`src/rtl/rk_tape_pkg.sv`:
```
// Shared types, default constants and line-coding helper for the RK tape player.
package rk_tape_pkg;

    typedef enum logic [2:0] {
        IDLE   = 3'd0,
        LEADER = 3'd1,
        SYNC   = 3'd2,
        DATA   = 3'd3,
        TRAIL  = 3'd4
    } state_t;

    localparam logic [7:0] RK_SYNC_BYTE    = 8'hE6;
    localparam int         RK_LEADER_BYTES = 256;

    // Biphase line level: the first half carries the inverted bit, the second half the bit itself.
    function automatic logic biphase_level(input logic data_bit, input logic half_sel);
        return half_sel ? data_bit : ~data_bit;
    endfunction

endpackage

```
`src/rtl/rk_tape_bitclk.sv`:
```
// Half-period timer and half index (0..15 within a byte) for the tape serialiser.
module rk_tape_bitclk #(
    parameter int HALF_BIT = 12500
) (
    input  logic       clk,
    input  logic       reset,
    input  logic       run,
    output logic       half_tick,
    output logic       byte_tick,
    output logic [3:0] half
);

    localparam int             TW     = (HALF_BIT > 1) ? $clog2(HALF_BIT) : 1;
    localparam logic [TW-1:0]  RELOAD = TW'(HALF_BIT - 1);

    logic [TW-1:0] r_timer;
    logic [3:0]    r_half;

    assign half_tick = run & (r_timer == {TW{1'b0}});
    assign byte_tick = half_tick & (r_half == 4'd15);
    assign half      = r_half;

    // Count down one half-period while running; stay preloaded while stopped so a new start begins on a full half.
    always_ff @(posedge clk or posedge reset) begin
        if (reset) begin
            r_timer <= {TW{1'b0}};
            r_half  <= 4'd0;
        end else if (!run) begin
            r_timer <= RELOAD;
            r_half  <= 4'd0;
        end else if (r_timer == {TW{1'b0}}) begin
            r_timer <= RELOAD;
            r_half  <= r_half + 4'd1;
        end else begin
            r_timer <= r_timer - TW'(1);
            r_half  <= r_half;
        end
    end

endmodule

```
`src/rtl/rk_tape_player.sv`:
```
// Radio-86RK/Apogee cassette transmitter: leader, sync byte and payload as biphase tape audio.
module rk_tape_player
    import rk_tape_pkg::*;
#(
    parameter int         HALF_BIT     = 12500,
    parameter int         LEADER_BYTES = RK_LEADER_BYTES,
    parameter logic [7:0] SYNC_BYTE    = RK_SYNC_BYTE,
    parameter int         TRAIL_HALVES = 4
) (
    input  logic       clk,
    input  logic       reset,
    input  logic       start,
    input  logic       stop,
    input  logic [7:0] din,
    input  logic       din_valid,
    input  logic       din_last,
    output logic       din_ready,
    output logic       tape_out,
    output logic       busy,
    output logic       done,
    output logic       underrun
);

    localparam logic [8:0] LEADER_LAST = 9'(LEADER_BYTES - 1);
    localparam logic [7:0] TRAIL_LAST  = 8'(TRAIL_HALVES - 1);

    state_t     r_state,      w_state_n;
    logic [8:0] r_byte_cnt,   w_byte_cnt_n;
    logic [7:0] r_shreg,      w_shreg_n;
    logic       r_tape,       w_tape_n;
    logic       r_busy,       w_busy_n;
    logic       r_done,       w_done_n;
    logic       r_underrun,   w_underrun_n;
    logic [7:0] r_hold,       w_hold_n;
    logic       r_hold_valid, w_hold_valid_n;
    logic       r_hold_last,  w_hold_last_n;
    logic       r_last_seen,  w_last_seen_n;
    logic       r_cur_last,   w_cur_last_n;
    logic [7:0] r_trail_cnt,  w_trail_cnt_n;

    logic       w_run;
    logic       w_half_tick;
    logic       w_byte_tick;
    logic [3:0] w_half;
    logic [3:0] w_nhalf;
    logic [2:0] w_nidx;
    logic       w_next_level;
    logic       w_din_ready;
    logic       w_hs;

    assign w_run        = (r_state != IDLE);
    assign w_nhalf      = w_half + 4'd1;
    assign w_nidx       = 3'd7 - w_nhalf[3:1];
    assign w_next_level = biphase_level(r_shreg[w_nidx], w_nhalf[0]);
    assign w_din_ready  = r_busy & ~r_hold_valid & ~r_last_seen;
    assign w_hs         = din_valid & w_din_ready;

    rk_tape_bitclk #(
        .HALF_BIT (HALF_BIT)
    ) u_bitclk (
        .clk       (clk),
        .reset     (reset),
        .run       (w_run),
        .half_tick (w_half_tick),
        .byte_tick (w_byte_tick),
        .half      (w_half)
    );

    // Next-state, next-output and holding-register logic; stop overrides everything at the end.
    always_comb begin
        w_state_n      = r_state;
        w_byte_cnt_n   = r_byte_cnt;
        w_shreg_n      = r_shreg;
        w_tape_n       = r_tape;
        w_busy_n       = r_busy;
        w_done_n       = 1'b0;
        w_underrun_n   = r_underrun;
        w_hold_n       = r_hold;
        w_hold_valid_n = r_hold_valid;
        w_hold_last_n  = r_hold_last;
        w_last_seen_n  = r_last_seen;
        w_cur_last_n   = r_cur_last;
        w_trail_cnt_n  = r_trail_cnt;

        if (w_hs) begin
            w_hold_n       = din;
            w_hold_valid_n = 1'b1;
            w_hold_last_n  = din_last;
            w_last_seen_n  = din_last;
        end else begin
            w_hold_n       = r_hold;
        end

        case (r_state)
            IDLE: begin
                w_tape_n = 1'b0;
                if (start) begin
                    w_state_n      = LEADER;
                    w_busy_n       = 1'b1;
                    w_underrun_n   = 1'b0;
                    w_byte_cnt_n   = LEADER_LAST;
                    w_shreg_n      = 8'h00;
                    w_tape_n       = biphase_level(1'b0, 1'b0);
                    w_hold_valid_n = 1'b0;
                    w_hold_last_n  = 1'b0;
                    w_last_seen_n  = 1'b0;
                    w_cur_last_n   = 1'b0;
                    w_trail_cnt_n  = 8'd0;
                end else begin
                    w_busy_n = 1'b0;
                end
            end
            LEADER: begin
                if (w_byte_tick) begin
                    if (r_byte_cnt == 9'd0) begin
                        w_state_n = SYNC;
                        w_shreg_n = SYNC_BYTE;
                        w_tape_n  = biphase_level(SYNC_BYTE[7], 1'b0);
                    end else begin
                        w_byte_cnt_n = r_byte_cnt - 9'd1;
                        w_shreg_n    = 8'h00;
                        w_tape_n     = biphase_level(1'b0, 1'b0);
                    end
                end else if (w_half_tick) begin
                    w_tape_n = w_next_level;
                end else begin
                    w_tape_n = r_tape;
                end
            end
            SYNC, DATA: begin
                if (w_byte_tick) begin
                    if ((r_state == DATA) && r_cur_last) begin
                        w_state_n     = TRAIL;
                        w_tape_n      = 1'b0;
                        w_trail_cnt_n = 8'd0;
                    end else if (r_hold_valid) begin
                        w_state_n      = DATA;
                        w_shreg_n      = r_hold;
                        w_cur_last_n   = r_hold_last;
                        w_hold_valid_n = 1'b0;
                        w_tape_n       = biphase_level(r_hold[7], 1'b0);
                    end else begin
                        w_state_n     = TRAIL;
                        w_underrun_n  = 1'b1;
                        w_tape_n      = 1'b0;
                        w_trail_cnt_n = 8'd0;
                    end
                end else if (w_half_tick) begin
                    w_tape_n = w_next_level;
                end else begin
                    w_tape_n = r_tape;
                end
            end
            TRAIL: begin
                w_tape_n = 1'b0;
                if (w_half_tick) begin
                    if (r_trail_cnt == TRAIL_LAST) begin
                        w_state_n      = IDLE;
                        w_busy_n       = 1'b0;
                        w_done_n       = ~r_underrun;
                        w_hold_valid_n = 1'b0;
                        w_hold_last_n  = 1'b0;
                        w_last_seen_n  = 1'b0;
                    end else begin
                        w_trail_cnt_n = r_trail_cnt + 8'd1;
                    end
                end else begin
                    w_trail_cnt_n = r_trail_cnt;
                end
            end
            default: begin
                w_state_n = IDLE;
                w_tape_n  = 1'b0;
                w_busy_n  = 1'b0;
            end
        endcase

        if (stop) begin
            w_state_n      = IDLE;
            w_tape_n       = 1'b0;
            w_busy_n       = 1'b0;
            w_done_n       = 1'b0;
            w_hold_valid_n = 1'b0;
            w_hold_last_n  = 1'b0;
            w_last_seen_n  = 1'b0;
        end else begin
            w_underrun_n   = w_underrun_n;
        end
    end

    // State and output registers; reset returns every register to zero/IDLE immediately.
    always_ff @(posedge clk or posedge reset) begin
        if (reset) begin
            r_state      <= IDLE;
            r_byte_cnt   <= 9'd0;
            r_shreg      <= 8'h00;
            r_tape       <= 1'b0;
            r_busy       <= 1'b0;
            r_done       <= 1'b0;
            r_underrun   <= 1'b0;
            r_hold       <= 8'h00;
            r_hold_valid <= 1'b0;
            r_hold_last  <= 1'b0;
            r_last_seen  <= 1'b0;
            r_cur_last   <= 1'b0;
            r_trail_cnt  <= 8'd0;
        end else begin
            r_state      <= w_state_n;
            r_byte_cnt   <= w_byte_cnt_n;
            r_shreg      <= w_shreg_n;
            r_tape       <= w_tape_n;
            r_busy       <= w_busy_n;
            r_done       <= w_done_n;
            r_underrun   <= w_underrun_n;
            r_hold       <= w_hold_n;
            r_hold_valid <= w_hold_valid_n;
            r_hold_last  <= w_hold_last_n;
            r_last_seen  <= w_last_seen_n;
            r_cur_last   <= w_cur_last_n;
            r_trail_cnt  <= w_trail_cnt_n;
        end
    end

    assign din_ready = w_din_ready;
    assign tape_out  = r_tape;
    assign busy      = r_busy;
    assign done      = r_done;
    assign underrun  = r_underrun;

endmodule

```
`config.mk`:
```
export PLATFORM = sky130hd
export DESIGN_NAME = rk_tape_player
export DESIGN_NICKNAME = d
export VERILOG_FILES = /design/src/rtl/rk_tape_pkg.sv /design/src/rtl/rk_tape_bitclk.sv /design/src/rtl/rk_tape_player.sv
export SDC_FILE = /design/constraint.sdc
export NUM_CORES = 1
export LEC_CHECK = 0
export BUFFER_PORTS_ARGS = -buffer_cell sky130_fd_sc_hd__buf_4
export CORE_MARGIN = 8
export CORE_UTILIZATION = 40
export CTS_CLUSTER_SIZE = 25
export DETAILED_ROUTE_END_ITERATION = 7
export PLACE_DENSITY_LB_ADDON = 0.25
export SYNTH_ARGS = -nofsm -noshare
export SYNTH_HDL_FRONTEND = slang
export SYNTH_SLANG_ARGS = --single-unit
```
`constraint.sdc`:
```
create_clock -name clk -period 2.5 [get_ports clk]
set_input_delay 0.5 -clock clk [delete_from_list [all_inputs] [get_ports clk]]
set_output_delay 0.5 -clock clk [all_outputs]
set_load 0.05 [all_outputs]
```
# Word-level counts from Yosys, hierarchy flattened
# Cells that the tools add are included.
[word_totals] ff_bits=62 output_inout_bits=5
[op_classes] addsub=5 magnitude_cmp=1 n_eq_ne=24 muxes=81 bitwise=10 reduce_logical=18
[op_table] cell="$mux 8" count=11
[op_table] cell="$pmux 8 s3" count=2
[op_table] cell="$mux 1" count=42
[op_table] cell="$mux 14" count=2
[op_table] cell="$mux 3" count=9
[op_table] cell="$mux 9" count=3
[op_table] cell="$pmux 9 s2" count=1
[op_table] cell="$reduce_and 6->1" count=3
[op_table] cell="$logic_not 14->1" count=1
[op_table] cell="$ne 2x2->1 const B" count=7
[op_table] cell="$sub 14x1->14 const B" count=1
[op_table] cell="$ne 3x3->1 const B" count=4
[op_table] cell="$pmux 3 s4" count=1
[op_table] cell="$reduce_and 5->1" count=2
[op_table] cell="$logic_not 9->1" count=1
[op_table] cell="$ne 3x2->1 const B" count=3
[op_table] cell="$pmux 1 s3" count=3
[op_table] cell="$reduce_bool 3->1" count=3
[op_table] cell="$sub 9x1->9 const B" count=1
[op_table] cell="$add 8x1->8 const B" count=1
[op_table] cell="$eq 8x2->1 const B" count=1
[op_table] cell="$mux 4" count=2
[op_table] cell="$ne 2x1->1 const B" count=4
[op_table] cell="$pmux 1 s2" count=4
[op_table] cell="17 further kinds" count=27

# Logic depth before layout (Yosys ltp)
[logic_depth] depth_word=10 mapped_depth=9 mapped_depth_nobuf=7

# Hierarchy
# From an unflattened synthesis, not the netlist that was laid out.
[unflattened] hier_cells=322 hier_area_um2=3218.1
[by_module_without_submodules] mod="rk_tape_player" instances=1 cells_per_inst=236 area_per_inst_um2=2290.9 seq_area_each_um2=1101.1
[by_module_without_submodules] mod="rk_tape_bitclk" instances=1 cells_per_inst=86 area_per_inst_um2=927.1 seq_area_each_um2=450.4

# Worst setup path before layout
# Ideal clock, no wire load.
[synth_path] kind="register to register" start="reg r_busy (netlist: busy)" end="reg r_hold[0]" arrival_time_ps=2875 slack_ps=-500 stages_incl_launch_ff=5 path_buffers=1 period_less_slack_ps=3000 path_cell_list="dfrtp_1 nor3b_1 and2_1 clkbuf_1 mux2_2"
[synth_via] elab_chain_cells=3
[synth_rtl] element="start: declaration" line_no="rk_tape_player.sv:31" text="logic r_busy, w_busy_n;"
[synth_rtl] element="start signal: assignment" line_no="rk_tape_player.sv:212" text="r_busy <= w_busy_n;"
[synth_rtl] element="$and 1x1->1 (2 in series)" line_no="rk_tape_player.sv:55" text="assign w_din_ready = r_busy & ~r_hold_valid & ~r_last_seen;"
[synth_rtl] element="named net din_ready" line_no="rk_tape_player.sv:17" text="output logic din_ready,"
[synth_rtl] element="$and 1x1->1" line_no="rk_tape_player.sv:56" text="assign w_hs = din_valid & w_din_ready;"
[synth_rtl] element="end signal: assignment" line_no="rk_tape_player.sv:215" text="r_hold <= w_hold_n;"
[synth_rtl] element="end: declaration" line_no="rk_tape_player.sv:34" text="logic [7:0] r_hold, w_hold_n;"
# The timed path passes the listed nets, and every way through them passes these cells.
# A chain may end at the register's enable or synchronous reset.

# Worst setup path in the final report
[layout_path] start="reg u_bitclk.r_half[0] (netlist: u_bitclk.half[0])" end="reg r_byte_cnt[3]"
[layout_via] elab_chain_cells=4
[layout_rtl] element="start: declaration" line_no="rk_tape_bitclk.sv:17" text="logic [3:0] r_half;"
[layout_rtl] element="start signal: assignment" line_no="rk_tape_bitclk.sv:33" text="r_half <= r_half + 4'd1;"
[layout_rtl] element="start signal: assignment" line_no="rk_tape_bitclk.sv:36" text="r_half <= r_half;"
[layout_rtl] element="$eq 4x4->1" line_no="rk_tape_bitclk.sv:20" text="assign byte_tick = half_tick & (r_half == 4'd15);"
[layout_rtl] element="$and 1x1->1" line_no="rk_tape_bitclk.sv:20"
[layout_rtl] element="$ne 2x1->1 (no source line)"
[layout_rtl] element="$reduce_and 4->1 (no source line)"
[layout_rtl] element="end signal: assignment" line_no="rk_tape_player.sv:209" text="r_byte_cnt <= w_byte_cnt_n;"
[layout_rtl] element="end: declaration" line_no="rk_tape_player.sv:28" text="logic [8:0] r_byte_cnt, w_byte_cnt_n;"
# No other way between the ends.

==> flow_summary.toml <==
[outcome]
outcome = "completed"

[placed_design]
gpl_congestion = 0.858
post_dp_area_um2 = 3690
portBuffers = 18
post-dp-hpwl_um = 5380
post_place_setup_slack_ns = 0.0642

[timing]
rsz0062_at_grt = "no"
hold_ws_ns = 0.228
setup_viol = 0
finalWorstSetupSlack_ns = 0.217
final.setup_skew_ns = 0.00881
slew-limit-headroom_pct = 60.3
finalHoldViolations = 0
finalCritPeriodShare_pct = 91.3
timing.fmax_ghz = 0.438
worst-slew-pin-transition_ns = 0.593
finalSetupTns_ns = 0
slew_violations = 0
period_needed_ns = 2.28

[floorplanning]
floorplan.die.height_um = 107
die-width_um = 107
io-pin-count = 19
floorplan.rows = 33
core_region_area_um2 = 8130
floorplan_die_area_um2 = 11400
start_util_pct = 40.7

[drt]
1st_iter_drt_viols = 104
finalWirelength_um = 7310
remaining_design_rule_violation_count = 0
route.antenna.remaining_nets = 0
vias_after_detailed_routing = 2688
wl_per_cell_um = 15.2
post_drt_via_cell_ratio = 5.59
drt_pre_antenna_iters = 4

[layout]
final_cell_mix = "62 x dfrtp_1, 37 x buf_4, 35 x nand2_1"
post-route-util_pct = 47.5
final_common_cell = "dfrtp_1"
post_route_design_area_um2 = 3870
drive_gt1_share_pct = 20.7
area_overhead_of_the_layout_relative_to_synthesis_pct = 16.8
diodes = 0
num-nets-final = 391

[flow_run]
max_cap_violations = 0

[worst_setup_path]
crit_fanout = 7
timing.critical_path.required_ns = 2.72
crit_path_start_kind = "register"
setup.worst_path.end_class = "register"
criticalPathCategory = "reg2reg"
critical_path_arrival_ns = 2.50
r2r_setup_slack_ns = 0.22

[global_routing]
first_global_vias = 2680
groute.usage.overall_pct = 13.9
grt_pass1_wl_um = 12700
grt_start_max_net_pins = 37
number_of_antenna_violations_at_the_first_check_in_global_routing = 0
grt_overflow_total = 0

[yosys]
syn_area_per_cell_um2 = 9.86
ys_async_sr_fraction_pct = 100
synth.distinct_cells = 60
most_frequently_used_flop_master_after_synthesis = "dfrtp_1"
synth.yosys.warnings = 0
synthesis.instances = 336
synth.ff_latch_count = 62
postSynthNetCount = 356
netlist_area_before_placement_um2 = 3310
ys_seq_area_share_pct = 46.8
number_of_enable_type_register_cells_in_the_synthesized_netlist = 0

[clocking]
cts_setup_buffers = 0
clk_root_buffer_cell = "clkbuf_8"
worst_path_clk_slew_ns = 0.07
cts_max_level = 3
cts_buffers = 9
clkLatencyLatePin_ns = 0.34
buffer_levels_on_the_longest_clock_path = 2
tritoncts = "yes"
cts_sinks = 62

[power_and_ir_drop]
power_density_nw_per_um2 = 675
ir_drop_mv = 0.384
sequentialPowerShare_pct = 48.0
p_switching_mw = 0.860
power.internal_mw = 1.75
p_clk_share_pct = 29.9
switching_share_pct = 32.9
leakage_nw = 1.57
p_comb_share_pct = 22.1

[hold_path]
timing.hold.worst.class = "in2async"
-- worst max-delay path: stages, from the launching register on --
cell	delay (ns)
dfrtp_1	0.42
ha_1	0.25
nor4bb_2	0.35
and4_4	0.33
a21oi_2	0.10
or2_0	0.34
o32a_1	0.38
-- area by class of cell --
class                           count  area (um2)
Sequential cell                    62        1550
Fill cell                         753        4270
Timing Repair Buffer               38         298
Clock inverter                      7        47.5
Tap cell                          105         131
Clock buffer                        9         124
Multi-Input combinational cell    247        1670
Inverter                           13        48.8
-- Yosys cell counts (2+ instances only) --
library cell,count,area share (%)
ha_1,6,2.3
nand4_1,7,1.3
o32a_1,2,0.60
clkbuf_1,10,1.1
nor4b_1,3,0.79
a211oi_1,2,0.45
a31oi_1,6,1.1
buf_2,2,0.30
nand2b_1,2,0.38
mux2_2,9,3.1
and3_1,4,0.76
or4_1,3,0.68
a21oi_1,25,3.8
nor3_1,15,2.3
nand2_1,35,4.0
or3_1,5,0.94
mux2i_1,10,3.0
o21ai_0,12,1.8
nand3_1,6,0.91
a22o_1,4,1.1
and2_0,2,0.38
and2_1,2,0.38
a211o_1,2,0.53
mux4_2,2,1.4
and4_1,2,0.53
nor3b_1,2,0.45
o21a_1,3,0.68
nor2b_1,2,0.38
dfrtp_1,62,47
a41oi_1,2,0.53
inv_1,13,1.5
nor2_1,26,2.9
xor2_1,9,2.4
nor4_1,6,1.1
xnor2_1,8,2.1
-- repair_timing --
| action | CTS | global route |
|---|---|---|
| hold buffers | 0 | 0 |
| resized for setup | 0 | 3 |
| setup endpoints to repair | 0 | 14 |
-- state kept, by name, summed over array words and instances, names as in the netlist --
name	cells
r_trail_cnt	8
r_hold	8
busy	1
r_state	3
u_bitclk.half	4
r_cur_last	1
r_byte_cnt	9
r_shreg	8
underrun	1
done	1
r_last_seen	1
tape_out	1
r_hold_valid	1
r_hold_last	1
u_bitclk.r_timer	14
-- routing by layer --
layer,share of wire [%],track usage [%]
met1,47,17.6
met2,47,22.1
met3,3.8,3.66
met4,1.5,6.03
met5,0,0
-- through the flow --
step           power [mW]  cells
2_1_floorplan        1.68    336
3_3_place_gp         1.84    465
3_5_place_dp         1.85    465
4_1_cts              2.64    481
5_1_grt              2.77    481
6_report             2.61    481
-- power by group through the flow --
| stage | Clock, mW | Combinational (mW) | Sequential [mW] |
|---|---|---|---|
| final | 0.781 | 0.577 | 1.25 |
| after global routing | 0.851 | 0.645 | 1.28 |
| after CTS | 0.807 | 0.584 | 1.25 |
| after global placement | 0 | 0.571 | 1.27 |
| after detailed placement | 0 | 0.582 | 1.27 |
| after floorplan | 0 | 0.429 | 1.25 |
-- worst paths after layout --
path                                  startpoint                to  cells past startpoint
min in group clk                          din[2]         r_hold[2]                      2
worst min-delay path                       reset     r_byte_cnt[5]                      2
worst max-delay path            u_bitclk.half[0]     r_byte_cnt[3]                      6
max in group asynchronous                  reset  u_bitclk.half[0]                      3
worst max register to register  u_bitclk.half[0]     r_byte_cnt[3]                      6
worst min register to register    r_trail_cnt[7]    r_trail_cnt[7]                      1
-- cell families after synthesis --
kind of cell,count (synthesis),synth area share (%)
mux,21,7.44
xor+xnor,17,4.50
simple gates,131,21.0
buf+inv,27,3.25
compound gates,72,14.7
flops,62,46.8
fa+ha+maj,6,2.27
(Power assumes the default switching activity.)
